File: src/rtl/mem_stage_bus_master_if.sv
// mem_stage_bus_master_if: req/ack data bus between the MEM-stage master and a memory responder
interface mem_stage_bus_master_if;
  logic        req;
  logic        we;
  logic [31:0] addr;
  logic [3:0]  be;
  logic [31:0] wdata;
  logic        ack;
  logic [31:0] rdata;
  modport master(output req, we, addr, be, wdata, input ack, rdata);
  modport slave(input req, we, addr, be, wdata, output ack, rdata);
endinterface

File: src/rtl/mem_stage_bus_master.sv
// mem_stage_bus_master: MEM-stage load/store unit driving a req/ack bus, with stall, load extension and error flags
module mem_stage_bus_master #(
  parameter int TIMEOUT = 16,
  parameter int CNT_W   = 5
) (
  input  logic                   clk,
  input  logic                   reset,
  input  logic [31:0]            InstrM,
  input  logic [31:0]            ALUOutM,
  input  logic [31:0]            WriteDataM,
  input  logic                   InterruptRequest,
  mem_stage_bus_master_if.master bus,
  output logic                   StallM,
  output logic [31:0]            ReadDataM,
  output logic                   AddrErr,
  output logic                   BusErr
);
  typedef enum logic [1:0] {IDLE, WAIT, DONE} state_t;
  state_t           state;
  logic [CNT_W-1:0] cnt;
  logic [5:0]       op;
  logic [1:0]       sz, sz_q, lane_q;
  logic             is_load, is_store, memop, aligned, uns_q, load_q;
  logic [3:0]       be;
  logic [31:0]      wdata, ext;
  logic [7:0]       rb;
  logic [15:0]      rh;
  logic             unused_ok;
  assign unused_ok = ^InstrM[25:0];
  // opcode[1:0] encodes access size (00 byte, 01 half, 11 word), opcode[2] marks unsigned loads
  assign op       = InstrM[31:26];
  assign sz       = op[1:0];
  assign is_load  = op inside {6'h20, 6'h21, 6'h23, 6'h24, 6'h25};
  assign is_store = op inside {6'h28, 6'h29, 6'h2B};
  assign memop    = is_load | is_store;
  assign aligned  = sz == 2'b00 ? 1'b1 : sz == 2'b01 ? !ALUOutM[0] : ALUOutM[1:0] == 2'b00;
  assign be       = sz == 2'b00 ? 4'b0001 << ALUOutM[1:0] :
                    sz == 2'b01 ? (ALUOutM[1] ? 4'b1100 : 4'b0011) : 4'b1111;
  assign wdata    = sz == 2'b00 ? {4{WriteDataM[7:0]}} :
                    sz == 2'b01 ? {2{WriteDataM[15:0]}} : WriteDataM;
  assign AddrErr  = memop & !aligned;
  assign StallM   = memop & aligned & (state != DONE) & !(state == IDLE & InterruptRequest);
  // lane and size are latched at issue so extraction does not depend on the stalled pipeline inputs
  assign rb       = bus.rdata[{lane_q, 3'b000} +: 8];
  assign rh       = lane_q[1] ? bus.rdata[31:16] : bus.rdata[15:0];
  assign ext      = sz_q == 2'b11 ? bus.rdata :
                    sz_q == 2'b01 ? {{16{!uns_q & rh[15]}}, rh} : {{24{!uns_q & rb[7]}}, rb};
  always_ff @(posedge clk or negedge reset) begin
    if (!reset) begin
      state     <= IDLE;
      cnt       <= '0;
      bus.req   <= 1'b0;
      bus.we    <= 1'b0;
      bus.addr  <= '0;
      bus.be    <= '0;
      bus.wdata <= '0;
      ReadDataM <= '0;
      BusErr    <= 1'b0;
      load_q    <= 1'b0;
      uns_q     <= 1'b0;
      sz_q      <= '0;
      lane_q    <= '0;
    end else begin
      BusErr <= 1'b0;
      case (state)
        IDLE: if (memop && aligned && !InterruptRequest) begin
          state     <= WAIT;
          cnt       <= '0;
          bus.req   <= 1'b1;
          bus.we    <= is_store;
          bus.addr  <= {ALUOutM[31:2], 2'b00};
          bus.be    <= be;
          bus.wdata <= wdata;
          load_q    <= is_load;
          uns_q     <= op[2];
          sz_q      <= sz;
          lane_q    <= ALUOutM[1:0];
        end
        WAIT: if (bus.ack) begin
          bus.req <= 1'b0;
          if (load_q) ReadDataM <= ext;
          state   <= DONE;
        end else if (cnt == CNT_W'(TIMEOUT - 1)) begin
          bus.req <= 1'b0;
          if (load_q) ReadDataM <= '0;
          BusErr  <= 1'b1;
          state   <= DONE;
        end else cnt <= cnt + 1'b1;
        default: state <= IDLE;
      endcase
    end
  end
endmodule

File: src/flat_wrapper.sv
// flat-port wrapper written by rule: the top's interface ports become plain ports
module mem_stage_bus_master_flat 
#(
  parameter int TIMEOUT = 16,
  parameter int CNT_W   = 5
)
  (clk, reset, InstrM, ALUOutM, WriteDataM, InterruptRequest, StallM, ReadDataM, AddrErr, BusErr, bus_req, bus_we, bus_addr, bus_be, bus_wdata, bus_ack, bus_rdata);
  mem_stage_bus_master_if bus_i ();
  input  logic clk;
  input  logic reset;
  input  logic [31:0] InstrM;
  input  logic [31:0] ALUOutM;
  input  logic [31:0] WriteDataM;
  input  logic InterruptRequest;
  output logic StallM;
  output logic [31:0] ReadDataM;
  output logic AddrErr;
  output logic BusErr;
  output wire logic [$bits(bus_i.req)-1:0] bus_req;
  output wire logic [$bits(bus_i.we)-1:0] bus_we;
  output wire logic [$bits(bus_i.addr)-1:0] bus_addr;
  output wire logic [$bits(bus_i.be)-1:0] bus_be;
  output wire logic [$bits(bus_i.wdata)-1:0] bus_wdata;
  input wire logic [$bits(bus_i.ack)-1:0] bus_ack;
  input wire logic [$bits(bus_i.rdata)-1:0] bus_rdata;
  assign bus_req = bus_i.req;
  assign bus_we = bus_i.we;
  assign bus_addr = bus_i.addr;
  assign bus_be = bus_i.be;
  assign bus_wdata = bus_i.wdata;
  assign bus_i.ack = bus_ack;
  assign bus_i.rdata = bus_rdata;
  mem_stage_bus_master #(.TIMEOUT(TIMEOUT), .CNT_W(CNT_W)) u_core (.clk(clk), .reset(reset), .InstrM(InstrM), .ALUOutM(ALUOutM), .WriteDataM(WriteDataM), .InterruptRequest(InterruptRequest), .bus(bus_i), .StallM(StallM), .ReadDataM(ReadDataM), .AddrErr(AddrErr), .BusErr(BusErr));
endmodule
File: config.mk
export PLATFORM = sky130hd
export DESIGN_NAME = mem_stage_bus_master_flat
export DESIGN_NICKNAME = d
export VERILOG_FILES = /design/src/rtl/mem_stage_bus_master_if.sv /design/src/rtl/mem_stage_bus_master.sv /design/src/flat_wrapper.sv
export SDC_FILE = /design/constraint.sdc
export NUM_CORES = 1
export LEC_CHECK = 0
export ABC_CLOCK_PERIOD_IN_PS = 5970
export CORE_UTILIZATION = 46
export DETAILED_ROUTE_END_ITERATION = 8
export GPL_ROUTABILITY_DRIVEN = 0
export GPL_TIMING_DRIVEN = 1
export HOLD_SLACK_MARGIN = 0.1
export PLACE_DENSITY = 0.95
export SYNTH_ARGS = -nofsm -noshare
export SYNTH_HDL_FRONTEND = slang
export SYNTH_SLANG_ARGS = --single-unit
File: constraint.sdc
create_clock -name clk -period 5.97 [get_ports clk]
set_input_delay 0.597 -clock clk [delete_from_list [all_inputs] [get_ports clk]]
set_output_delay 0.597 -clock clk [all_outputs]
set_load 0.05 [all_outputs]
# Word level (Yosys, flattened, before mapping)
# Index checks and enable logic that the tools add are counted.
# totals
mem_bits_rw	0
n_memories	0
out_inout_bits	105
latch_bits	0
romBits	0
regBits	114
in_bits	132
wordCells	90
# op_classes
eq_ne	18
n_div	0
n_lt_le_gt_ge	0
reduce_logical	19
mux	29
n_shift	2
addsub	1
bitwise	8
multipliers	0
# ops
op	count
$mux 32	8
$eq 6x6->1 const B	8
$shiftx 32x6->8	1
$mux 16	1
$mux 5	3
$mux 4	3
$pmux 5 s2	1
$mux 1	8
$ne 2x2->1 const B	4
$and 1x1->1	7
$eq 2x1->1 const B	3
$logic_not 2->1	3
$mux 2	3
$reduce_and 3->1	2
$add 5x1->5 const B	1
$eq 5x4->1 const B	1
$logic_not 1->1	5
$reduce_bool 5->1	1
$pmux 2 s2	1
$reduce_and 2->1	2
$reduce_and 4->1	1
$reduce_bool 2->1	2
$shl 1x2->4 const A	1
$ne 3x2->1 const B	1
other kinds (5)	6

# Longest topological paths before layout
# Gate-level depths: netlist (run 1).
# logic_depth
ltp_word	7
ltp_mapped	9
ltp_nobuf	7

# Worst setup path before layout (run 1)
# Ideal clock, no wire load.
# synth_path
path_kind	input to output
start	input InstrM[27]
end	output AddrErr
path_buffers	2
cell_stages	5
t_arrival_ns	1.975
t_required_ns	5.373
setup_slack_ns	3.398
cell_sequence	buf_2 > a21oi_1 > o21ai_2 > clkbuf_1 > a21oi_1
# synth_between
elab_chain_len	5
elab_cells_between_ends	17
cone_classes	eq/ne: 9; mux: 2; bitwise: 2; reduce/logical: 4
# synth_rtl
item	line_no	rtl
start: declaration	flat_wrapper.sv:11	input logic [31:0] InstrM;
parallel branches: the longest is 4 deep, another holds $eq 6x6->1	n/a	
$and 1x1->1 *	mem_stage_bus_master.sv:41	assign AddrErr = memop & !aligned;
end: declaration	flat_wrapper.sv:17	output logic AddrErr;
# Mark *: on every way between the ends.

# Final worst setup path (run 1)
# layout_path
start	input InstrM[27]
end	output StallM
# layout_between
elab_chain_len	6
elab_cells_between_ends	18
cone_classes	eq/ne: 9; mux: 2; bitwise: 4; reduce/logical: 3
# layout_rtl
item	line_no	rtl
$eq 6x6->1 (tied with other cells)	mem_stage_bus_master.sv:33	assign is_load = op inside {6'h20, 6'h21, 6'h23, 6'h24, 6'h25};
$reduce_bool 5->1 (tied with other cells)	mem_stage_bus_master.sv:33	
$or 1x1->1 or $mux 1 (tied branches)	mem_stage_bus_master.sv:35, mem_stage_bus_master.sv:36	
$and 1x1->1 * (3 in series)	mem_stage_bus_master.sv:42	assign StallM = memop & aligned & (state != DONE) & !(state == IDLE & InterruptRequest);
end: declaration	flat_wrapper.sv:15	output logic StallM;
# Mark *: on every way between the ends. The rest lies on a longest branch, timed or not.

==> summary.txt, run 1 <==
Route
  • Met3 wire length: 1.41 mm
  • DRC: 0
  • Pre-antenna DRT Iters: 5
  • Post-route ant nets: 0
  • WL met2: approximately 8.4 mm
  • Initial drt markers: approximately 470
  • Post-DR wirelength/cell: a little under 20 um
  • Met1 Routed Length: approximately 6 mm
  • Via count: between 4000 and 5000
  • Max layer used: met4
  • Vias per inst: between 5 and 6
  • Final wirelength: ~16 mm

Global route
  • All-Layer GR Usage: ~28%
  • Global route overflow: 0
  • Largest net degree at the start of global routing: 66
  • Initial antenna violation count: 0
  • First-pass GRT wire length: roughly 26 mm
  • Vias in the first global route: slightly above 5000

Critical path
  • Critical path depth: 6
  • Critical path launch point type: input pin
  • CP Cell Sequence: clkdlybuf4s50_1 > buf_4 > a21oi_1 > o21ai_2 > nor2_1 > clkdlybuf4s50_1
  • Setup crit end: StallM
  • R2R cell count: 4
  • WP buf/inv: 3
  • Critical path's most frequent cell: clkdlybuf4s50_1
  • Critical path's largest stage delay: approximately 0.75 ns
  • Critical Path AT: between 3 and 4 ns
  • WP data required: between 5 and 6 ns
  • Register-to-register setup slack: between 3 and 4 ns
  • FF-to-FF Start: u_core.lane_q[1]
  • Crit path max fanout: 34
  • Setup crit end kind: primary output
  • Launch point of the worst path: InstrM[27]
  • Slowest cell on crit path: o21ai_2
  • Crit Path Category: input pin to primary output
  • RR Endpoint: u_core.ReadDataM[4]
  • Largest delay share family, worst path: buffers and inverters

Floorplanning
  • Core Rows: 39
  • Core Region: roughly 11000 um2
  • DIE WIDTH: about 110 um
  • Die area: around 12000 um2
  • # IOs: ~240
  • Die height: ~110 um
  • Initial Utilization: a little under half

Logic synthesis
  • Mean post-synth cell area: between 10 and 15 um2
  • Cell accounting for the most synthesized area: dfrtp_1
  • Share of the synthesized area in the top cell type: 52.5%
  • Synth area leaders: dfrtp_1 52%, mux2_2 10%, mux2i_1 5.2%
  • Primary FF master, synth: dfrtp_1
  • Cells after Synth: roughly 490
  • Most frequent cell after synthesis: dfrtp_1
  • Number of synthesis warnings: 0
  • Post-synth EDFFs: 0
  • Top post-synthesis cells by count: 114 x dfrtp_1, 54 x o21ai_0, 52 x nand2_1
  • Number of synthesized register bits: approximately 110
  • Mapped Area: approximately 5400 um2
  • Seq/Total Area, Yosys: approximately 52%
  • Ys async rst share: 100%
  • Yosys cell types: 50

Placed design
  • IO Port Bufs: around 210
  • Placed instance count: ~800
  • Placement Setup Slack: roughly 2.2 ns
  • Hpwl dp: 11.5 mm

Clock network
  • CTS tree: built
  • Clk_lat worst skew: 0.41 ns
  • CTS max path bufs: 2
  • CTS Root Cell: clkbuf_16
  • Resize count post-CTS: 0
  • Worst-path clk slew: around 0.050 ns
  • Clock Sinks: between 100 and 150
  • H-tree depth: 4
  • Post-CTS Hold Buffers: 0
  • CTS buffer count: 17
  • # Post-CTS Setup Buffers: 0

STA
  • Tmin final: approximately 3.8 ns
  • RSZ-0062 raised after global routing: no
  • Rel. slew slack: between 10% and 20%
  • Final worst slack: 2.20 ns
  • Final hold viol count: 0
  • Setup TNS: 0 ns
  • Slew @ Worst Pin: about 1.2 ns
  • Max Freq: ~0.27 GHz
  • Max-slew violation count: 0
  • Worst Skew: 0.00520 ns
  • Period Utilization, post-route: approximately 63%
  • Final setup viols: 0

Cells and area
  • Finished Core Util: 70.3%
  • Final #Nets: about 820
  • Antenna diodes: 0
  • Share of cells above drive strength 1: 13.6%
  • Final Non-Filler Cells: between 800 and 900
  • Syn-to-layout area delta: 48.4%

Power and ir drop
  • Static Leakage: 3.48 nW
  • VDD IR max: around 0.4 mV
  • Power Dens Cells: roughly 500 nW/um2

Run status
  • Status: complete, no violations

Worst hold path
  • Worst min-delay path class: input pin to async pin

Run
  • Total of max-cap violations: 0
-- layer usage --
metal | global-route usage (%) | vias to the layer above
met4 | 12.3 | 0
met3 | 8.69 | 39
met1 | 32.1 | 2353
li1 | - | 2137
met2 | 47.1 | 281
met5 | 0 | -
-- sequential cells by signal, indices dropped and copies added (netlist names) --
name	cells
u_core.sz_q	2
u_core.ReadDataM	32
u_core.bus.we	1
u_core.uns_q	1
u_core.state	2
u_core.bus.addr	30
u_core.lane_q	2
u_core.BusErr	1
u_core.bus.req	1
u_core.load_q	1
u_core.bus.wdata	32
u_core.bus.be	4
u_core.cnt	5
-- cell families after synthesis --
family	count (synthesis)	synth area share [%]
AOI/OAI and AO/OA	126	14.9
xor gates and xnor gates	1	0.161
adders and majority gates	2	0.460
buffers and inverters	52	4.56
DFF	114	52.5
muxes	87	17.9
other	1	0.0690
and+or+nand+nor	110	9.46
-- metrics by stage --
step | power, mW | hold slack [ns] | cell area [um2]
6_report | 4.04 | 0.203 | 8070
5_1_grt | 4.19 | 0.261 | 8070
4_1_cts | 4.05 | 0.216 | 8070
3_5_place_dp | 3.10 | 0.469 | 7520
3_3_place_gp | 3.04 | 0.464 | 7520
2_1_floorplan | 2.41 | 0.301 | 5440
-- worst register-to-register path, cell delays in order, from the launching register on --
cell	delay, ns
dfrtp_1	0.92
nor2b_1	1.04
nand2_1	0.10
a2111oi_0	0.52
a221o_1	0.18
-- layout by cell type (no fill, tap or decap), types with 2 or more instances in the layout --
master,n
a2111oi_0,4
a21oi_1,12
a221o_1,4
a22o_1,8
a22oi_1,3
a32oi_1,3
buf_4,5
clkbuf_1,5
clkbuf_16,17
clkbuf_8,3
clkdlybuf4s50_1,207
clkinv_2,5
conb_1,2
dfrtp_1,114
ha_1,2
inv_1,12
mux2_2,50
mux2_4,8
mux2i_1,28
nand2_1,52
nand2b_1,5
nand3_1,5
nand4b_1,2
nor2_1,27
nor2b_1,7
nor3b_1,3
o2111a_1,4
o211ai_1,6
o21a_1,4
o21ai_0,54
o21ai_1,10
o21bai_1,2
o22ai_1,5
or3_1,2
-- where the power goes --
part           switching, mW  leakage [nW]  internal (mW)
logic                   1.20          1.78          0.680
registers              0.195          1.43           1.03
clock network          0.335         0.271          0.598
total                   1.73          3.48           2.31
-- worst min path at each step --
| stage | from | endpoint | slack, ns | cells past startpoint |
|---|---|---|---|---|
| floorplan | reset | u_core.BusErr | 0.30 | 0 |
| global placement | u_core.ReadDataM[31] | u_core.ReadDataM[31] | 0.46 | 2 |
| detailed placement | u_core.bus.we | u_core.bus.we | 0.47 | 1 |
| CTS | reset | u_core.bus.wdata[6] | 0.22 | 1 |
| global route | reset | u_core.bus.wdata[22] | 0.26 | 1 |
| finish | reset | u_core.bus.wdata[5] | 0.20 | 1 |
-- final cells by class --
class                   count  area (um2)
clock buffers              25         485
multi-input cells         328        2340
fillers                   803        3400
inverters                  12        45.0
repair buffers            212        2110
clock inverters             6        55.1
well taps                 143         179
flip-flops and latches    114        2850
Power figures use the tool's default switching activity.
==> run 2, diff against run 1 <==
- ABC_CLOCK_PERIOD_IN_PS: 5970 -> 3000
- CORE_UTILIZATION: 46 -> 38
- PLACE_DENSITY: 0.95 -> 0.86
- clock period: 5.97 -> 3 ns (I/O delays scaled with it)
==> run 2 against run 1 <==
  * Hold slack improved by 0.29 ns
  * Critical path depth increased by 2
  * First-iteration DRC count decreased by 29%
  * Critical endpoint is now u_core.ReadDataM[22]
==> summary.txt, run 2 (synthesis gave the netlist of run 1 again) <==
Cells and area
  • Most common cell after layout, fill and taps aside: clkdlybuf4s50_1
  • Leading cell types in the layout, fill and taps excluded: 205 x clkdlybuf4s50_1, 114 x dfrtp_1, 54 x o21ai_0, 52 x nand2_1, 50 x mux2_2
  • Fillers: roughly 1100
  • Syn-to-layout area delta: 53.0%
  • Share of cells above drive strength 1: roughly 15%
  • Area occupied by multi-input gates: 2340 um2
  • Largest regs: u_core.ReadDataM (32), u_core.bus.wdata (32), u_core.bus.addr (30)
  • Seq. cell area: 2850 um2
  • Final #Nets: slightly above 800
  • Antenna diodes: 0

Global route
  • Global route overflow: 0
  • Initial antenna violation count: 1
  • Largest net degree at the start of global routing: 64
  • Vias in the first global route: 4890
  • First-pass GRT wire length: 24.3 mm
  • All-Layer GR Usage: 21.5%

Power and ir drop
  • VDD IR max: roughly 0.54 mV
  • Power Dens Cells: ~1000 nW/um2
  • Static Leakage: 3.59 nW

STA
  • Max-slew violation count: 0
  • RSZ-0062 raised after global routing: no
  • Slew @ Worst Pin: just under 0.9 ns
  • Rel. slew slack: 41.8%
  • Worst Skew: 0.00835 ns
  • Max Freq: between 0.4 and 0.5 GHz
  • Setup TNS: 0 ns
  • Final hold viol count: 0
  • Tmin final: 2.47 ns
  • Period Utilization, post-route: 82.3%
  • Hold_ws: 0.494 ns
  • Final setup viols: 0

Clock network
  • CTS buffer count: 17
  • # Post-CTS Setup Buffers: 0
  • CTS Root Cell: clkbuf_16
  • H-tree depth: 4
  • Clock Sinks: around 110
  • CTS tree: built
  • Worst-path clk slew: roughly 0.050 ns
  • Clk_lat worst skew: 0.41 ns
  • CTS max path bufs: 2

Critical path
  • Crit path max fanout: 23
  • CP Cell Sequence: ha_1 > and3_1 > ha_1 > nor2_1 > or3_1 > buf_4 > nand2_1 > o21ai_1
  • Crit Path Category: flop to flop
  • Critical path's most frequent cell: ha_1
  • Slowest cell on crit path: or3_1
  • Setup crit end kind: flop
  • Critical path's largest stage delay: 0.69 ns
  • Critical path launch point type: flop
  • WP buf/inv: 1
  • Critical Path AT: 2.79 ns
  • WP data required: about 3.3 ns
  • Largest delay share family, worst path: simple AND/OR/NAND/NOR gates

Run
  • Total of max-cap violations: 0

Route
  • Via count: between 4000 and 5000
  • Pre-antenna DRT Iters: 5
  • Post-route ant nets: 0
  • DRC: 0
  • Post-DR wirelength/cell: roughly 18 um
  • Vias per inst: about 5.3
  • Final wirelength: ~16 mm
  • Initial drt markers: roughly 340

Worst hold path
  • Worst min-delay path class: flop to flop

Floorplanning
  • DIE WIDTH: about 120 um
  • # IOs: approximately 240
  • Core Rows: between 40 and 50
  • Core Region: roughly 14000 um2
  • Die area: 14800 um2
  • Die height: 122 um
  • Initial Utilization: just under 40%

Placed design
  • IO Port Bufs: ~210
  • Hpwl dp: 11.3 mm

Run status
  • Status: complete, no violations
-- run 2: worst register-to-register path, delay by kind of cell (launching register included) --
kind            cells  cell delay [ns]
flops               1             0.41
compound gates      1             0.08
fa+ha+maj           2             0.46
simple gates        4             1.14
buf+inv             1             0.31
-- run 2: layout make-up --
cell class | count | share of cell area [%]
inverter | 12 | 0.542
tap | 180 | 2.71
multi-input combinational | 328 | 28.1
clock buffer | 20 | 5.37
timing repair buffer | 221 | 26.4
clock inverter | 11 | 2.51
sequential | 114 | 34.3
-- run 2: path summary, 6_finish.rpt --
kind	start	to	slack [ns]	cells after the start
max reg2reg	u_core.cnt[0]	u_core.ReadDataM[22]	0.53	8
min	u_core.ReadDataM[21]	u_core.ReadDataM[21]	0.49	2
max	u_core.cnt[0]	u_core.ReadDataM[22]	0.53	8
min in group asynchronous	reset	u_core.bus.wdata[5]	0.50	2
max in group asynchronous	reset	u_core.ReadDataM[23]	1.70	3
min reg2reg	u_core.ReadDataM[21]	u_core.ReadDataM[21]	0.49	2
-- run 2: per-layer routing --
metal  routed length (um)  up-vias  GRT usage (%)
met2                 7610      228           35.5
met3                 1370       38           7.91
li1                     -     2156              -
met4                  441        2           9.49
met5                   13        -              0
met1                 6110     2245           24.9
-- run 2: through the flow --
step	total power, mW	instance area [um2]	std cells	utilization [%]	setup slack (ns)
global route	8.78	8320	886	59.7	0.351
floorplan	4.79	5440	494	-	1.02
finish	8.42	8320	886	59.7	0.530
detailed placement	6.19	7650	854	54.9	0.455
CTS	8.48	8320	886	59.7	0.533
global placement	6.09	7650	854	54.9	0.518
-- run 2: power by group --
group	total [mW]	leakage (nW)	internal (mW)	switching, mW
clock	2.25	0.324	1.57	0.685
sequential	2.39	1.43	2.05	0.340
combinational	3.78	1.83	1.37	2.41
-- run 2: timing repair --
item | CTS | global route
resized for setup | 0 | 0
hold endpoints to repair | 51 | 0
hold buffers | 1 | 0
